===== config.mk =====
export PLATFORM = sky130hd
export DESIGN_NAME = if_id_hazard_stage
export DESIGN_NICKNAME = d
export VERILOG_FILES = /design/src/rtl/if_id_hazard_stage.sv
export SDC_FILE = /design/constraint.sdc
export NUM_CORES = 1
export LEC_CHECK = 0
export CAP_MARGIN = 20
export CORE_MARGIN = 2
export CORE_UTILIZATION = 52
export CTS_CLUSTER_DIAMETER = 200
export DETAILED_ROUTE_END_ITERATION = 8
export DONT_BUFFER_PORTS = 1
export PLACE_DENSITY = 0.67
export SETUP_SLACK_MARGIN = 0.02
export SYNTH_ARGS = -nofsm -noshare
export SYNTH_HDL_FRONTEND = slang
export SYNTH_SLANG_ARGS = --single-unit
export TNS_END_PERCENT = 20

===== constraint.sdc =====
create_clock -name clk -period 4.37 [get_ports clk]
set_clock_uncertainty 0.05 [all_clocks]
set_input_delay 1.311 -clock clk [delete_from_list [all_inputs] [get_ports clk]]
set_output_delay 1.311 -clock clk [all_outputs]
set_load 0.005 [all_outputs]

===== src/rtl/if_id_hazard_stage.sv =====
// IF/ID pipeline register with load-use hazard detection, flush handling and sticky HALT latch.
// Optional stall counter output is enabled by defining IF_ID_STALL_COUNTER_EN.
module if_id_hazard_stage #(
    parameter int               len         = 32,
    parameter logic [len-1:0]   NOP         = 32'h00000000,
    parameter logic [5:0]       HALT_OPCODE = 6'b111111
) (
    input  logic             clk,
    input  logic             reset,
    input  logic [len-1:0]   in_instruction,
    input  logic [len-1:0]   in_pc_branch,
    input  logic             in_flush,
    input  logic             in_idex_mem_read,
    input  logic [4:0]       in_idex_rt,
    output logic [len-1:0]   out_instruction,
    output logic [len-1:0]   out_pc_branch,
    output logic             out_valid,
    output logic             out_pc_enable,
    output logic             out_bubble,
`ifdef IF_ID_STALL_COUNTER_EN
    output logic [31:0]      out_stall_count,
`endif
    output logic             out_halt
);

    logic [len-1:0] r_instruction;
    logic [len-1:0] r_pc_branch;
    logic           r_valid;
    logic           r_halt;

    logic [4:0]     w_rs;
    logic [4:0]     w_rt;
    logic [5:0]     w_opcode;
    logic           w_hazard;
    logic           w_halt_seen;

    assign w_rs     = r_instruction[25:21];
    assign w_rt     = r_instruction[20:16];
    assign w_opcode = r_instruction[31:26];

    // rt is compared even for R/J formats; a spurious stall is harmless, a missed one is not
    assign w_hazard    = r_valid & in_idex_mem_read & (in_idex_rt != 5'd0) &
                         ((in_idex_rt == w_rs) | (in_idex_rt == w_rt));
    assign w_halt_seen = r_valid & (w_opcode == HALT_OPCODE);

    assign out_pc_enable = reset & ~w_hazard & ~w_halt_seen & ~r_halt;
    assign out_bubble    = reset & (w_hazard | r_halt) & ~in_flush;

    always_ff @(posedge clk) begin
        if (!reset) begin
            r_instruction <= NOP;
            r_pc_branch   <= '0;
            r_valid       <= 1'b0;
        end else if (in_flush) begin
            r_instruction <= NOP;
            r_pc_branch   <= in_pc_branch;
            r_valid       <= 1'b0;
        end else if (r_halt || w_halt_seen || w_hazard) begin
            r_instruction <= r_instruction;
            r_pc_branch   <= r_pc_branch;
            r_valid       <= r_valid;
        end else begin
            r_instruction <= in_instruction;
            r_pc_branch   <= in_pc_branch;
            r_valid       <= 1'b1;
        end
    end

    // A flushed HALT never latches; once latched only reset clears it
    always_ff @(posedge clk) begin
        if (!reset) begin
            r_halt <= 1'b0;
        end else if (w_halt_seen && !in_flush) begin
            r_halt <= 1'b1;
        end
    end

`ifdef IF_ID_STALL_COUNTER_EN
    logic [31:0] r_stall_count;
    logic        w_count_en;

    assign w_count_en = w_hazard & ~in_flush & ~r_halt & ~w_halt_seen;

    always_ff @(posedge clk) begin
        if (!reset) begin
            r_stall_count <= 32'd0;
        end else if (w_count_en && (r_stall_count != 32'hFFFFFFFF)) begin
            r_stall_count <= r_stall_count + 32'd1;
        end
    end

    assign out_stall_count = r_stall_count;
`endif

    assign out_instruction = r_instruction;
    assign out_pc_branch   = r_pc_branch;
    assign out_valid       = r_valid;
    assign out_halt        = r_halt;

endmodule

==> reports/qor.yml <==
run_status:
  outcome: "finished, final reports clean"
timing:
  rsz0062_at_grt: "no"
  min_period_over_period_pct: 87.42
  fmax_mhz: 261.8
  min_period_ns: 3.820
  setup_slack_ns: 0.5500
  fin_tns_setup_ns: 0
  setup_viol: 0
  finalHoldViolCount: 0
  worstMarginPinSlew_ns: 0.6650
  slew_viol_final: 0
  max_slew_margin_pct: 55.57
  hold_slack_ns: 0.4261
clocking:
  cts.sinks: 66
  postCtsSetupBuffers: 0
  cts_max_level: 3
  cts_tree: "built"
  cts_hold_buffers: 0
  clkLatencyLatePin_ns: 0.33
  cts-root-buf: "clkbuf_8"
  clk_pin_slew_worst_paths_ns: 0.07
  cts_resized: 0
  clockBufferDepth: 2
  cts_buffers: 9
yosys:
  syn-cell-area_um2: 2819
  ys_seq_area_share_pct: 46.87
  ys_ff_latch: 66
  postSynthAreaPerCell_um2: 9.035
  synthDistinctLibCells: 22
  ys_warn_count: 0
  synth_cells: 312
  syn-num-nets: 385
placed_design:
  place_inst: 365
  dp_hpwl_um: 3888
  pre_cts_ws_ns: 0.5525
  place_area_um2: 2808
  io_buffers: 0
  gp_congestion: 0.7536
min_path:
  hold_class: "flop to flop"
  hold_path.startpoint: "out_instruction[1]$_SDFFE_PP0N_"
die:
  initial_core_util_pct: 54.50
  die_x_um: 77.63
  num_rows: 26
  die-area_um2: 6026
  core_area_um2: 5172
  die_height_um: 77.63
  ios: 141
cells_and_area:
  fin_nets: 379
  drive_gt1_share_pct: 6.752
  final_cell_area_um2: 3005
  area_growth_pct: 6.613
  fill_cells: 467
  diodes: 0
  mostFrequentLayoutCell: "nand2_1"
  final_cell_mix: "130 x nand2_1, 66 x dfxtp_1, 64 x mux2i_1"
  final_cells: 381
  fin_util_pct: 58.10
  regArea_um2: 1321
  multi_input_area_um2: 1361
power_and_ir_drop:
  sequentialPowerShare_pct: 53.6
  p_clk_share_pct: 41.3
  p_int_uw: 956.5
  power_density_nw_per_um2: 407.3
  power_switching_uw: 267.5
  switching_share_pct: 21.85
  p_leak_nw: 1.276
  power_mw: 1.224
  power.share.combinational_pct: 5.0
  ir_drop_v: 0.0002060
critical_path:
  crit_chain: "or3_1, o311a_4, a211oi_4, and2_1"
  critPathKind: "input port to output pin"
  crit_path_end_kind: "output pin"
  ff2ff_setup_slack_ns: 2.28
  critPathLaunch: "in_idex_rt[0]"
  r2r_start: "out_instruction[16]$_SDFFE_PP0N_"
  worstPathArrival_ns: 2.46
  crit_fanout: 3
  crit_path_start_kind: "input port"
  cpMaxStageDelayCell: "or3_1"
  worst_ep_required_time_ns: 3.01
  slowest_delay_ns: 0.38
route:
  routed_wl_um: 5520
  antenna_left: 0
  wire_per_inst_um: 14.49
  dr.pass1.iters: 4
  drtIter0Drc: 58
  num_vias: 1952
  drc: 0
  routed_via_density: 5.123
flow_run:
  max_cap_violations: 0
grt:
  grt_pass1_wl_um: 8838
  grt_max_degree: 69
  antenna_found_initial: 0
  globalRoute.totalOverflow: 0
  grt_pass1_vias: 1906
  track_usage_pct: 18.60
-- state kept, by name, indices dropped and copies added (netlist names) --
name	cells
out_valid	1
out_instruction	32
out_pc_branch	32
out_halt	1
-- Yosys cell counts --
| cell type | number | area share, % |
|---|---|---|
| nand3_1 | 3 | 0.53 |
| nor2_1 | 2 | 0.27 |
| a21oi_1 | 3 | 0.53 |
| o22ai_1 | 1 | 0.22 |
| buf_6 | 3 | 1.2 |
| buf_8 | 3 | 1.6 |
| xnor2_1 | 10 | 3.1 |
| mux2i_1 | 64 | 23 |
| or3_1 | 1 | 0.22 |
| and2_1 | 1 | 0.22 |
| clkbuf_1 | 14 | 1.9 |
| buf_2 | 1 | 0.18 |
| dfxtp_1 | 66 | 47 |
| nand2_1 | 130 | 17 |
| nor2b_1 | 2 | 0.44 |
| o21ai_0 | 1 | 0.18 |
| a31o_2 | 1 | 0.31 |
| nand4_1 | 1 | 0.22 |
| o21a_1 | 1 | 0.27 |
| inv_1 | 2 | 0.27 |
| a211oi_4 | 1 | 0.71 |
| o311a_4 | 1 | 0.75 |
-- worst max-delay path: cells and delay by family --
family	cells	cell delay, ns
AO/OA/AOI/OAI	2	0.58
AND/OR/NAND/NOR	2	0.56
-- final cells by class --
class                   count  area share [%]
multi-input cells         223           45.30
flip-flops and latches     66           43.96
well taps                  70           2.914
repair buffers              4          0.9992
clock inverters             2           1.166
inverters                   2          0.2498
clock buffers              14           5.412
-- cell families after synthesis --
kind of cell	count (synthesis)	share of synthesized area (%)
AOI/OAI and AO/OA	9	2.974
xor gates and xnor gates	10	3.107
buffers and inverters	23	5.104
DFF	66	46.87
muxes	64	22.73
and+or+nand+nor	140	19.22
-- routing by layer --
| metal | part of all wire, % | vias up | track usage, % |
|---|---|---|---|
| met4 | 1.7 | 0 | 10.71 |
| li1 | - | 993 | - |
| met5 | 0 | - | 0 |
| met3 | 11 | 9 | 7.791 |
| met2 | 44 | 95 | 29.57 |
| met1 | 43 | 855 | 20.86 |
-- worst paths after layout --
path                                     end  cells past startpoint
max                            out_pc_enable                      4
min          out_instruction[1]$_SDFFE_PP0N_                      2
max reg2reg    out_pc_branch[3]$_SDFFE_PN0P_                      6
min reg2reg  out_instruction[1]$_SDFFE_PP0N_                      2
-- power groups by stage --
stage	combinational, mW	sequential, mW	clock [mW]
2_1_floorplan	0.0616	0.663	0
5_1_grt	0.0715	0.659	0.553
3_3_place_gp	0.0594	0.670	0
3_5_place_dp	0.0629	0.670	0
6_report	0.0618	0.656	0.506
4_1_cts	0.0627	0.657	0.522
Note: power is estimated with default switching activity, not from simulation.
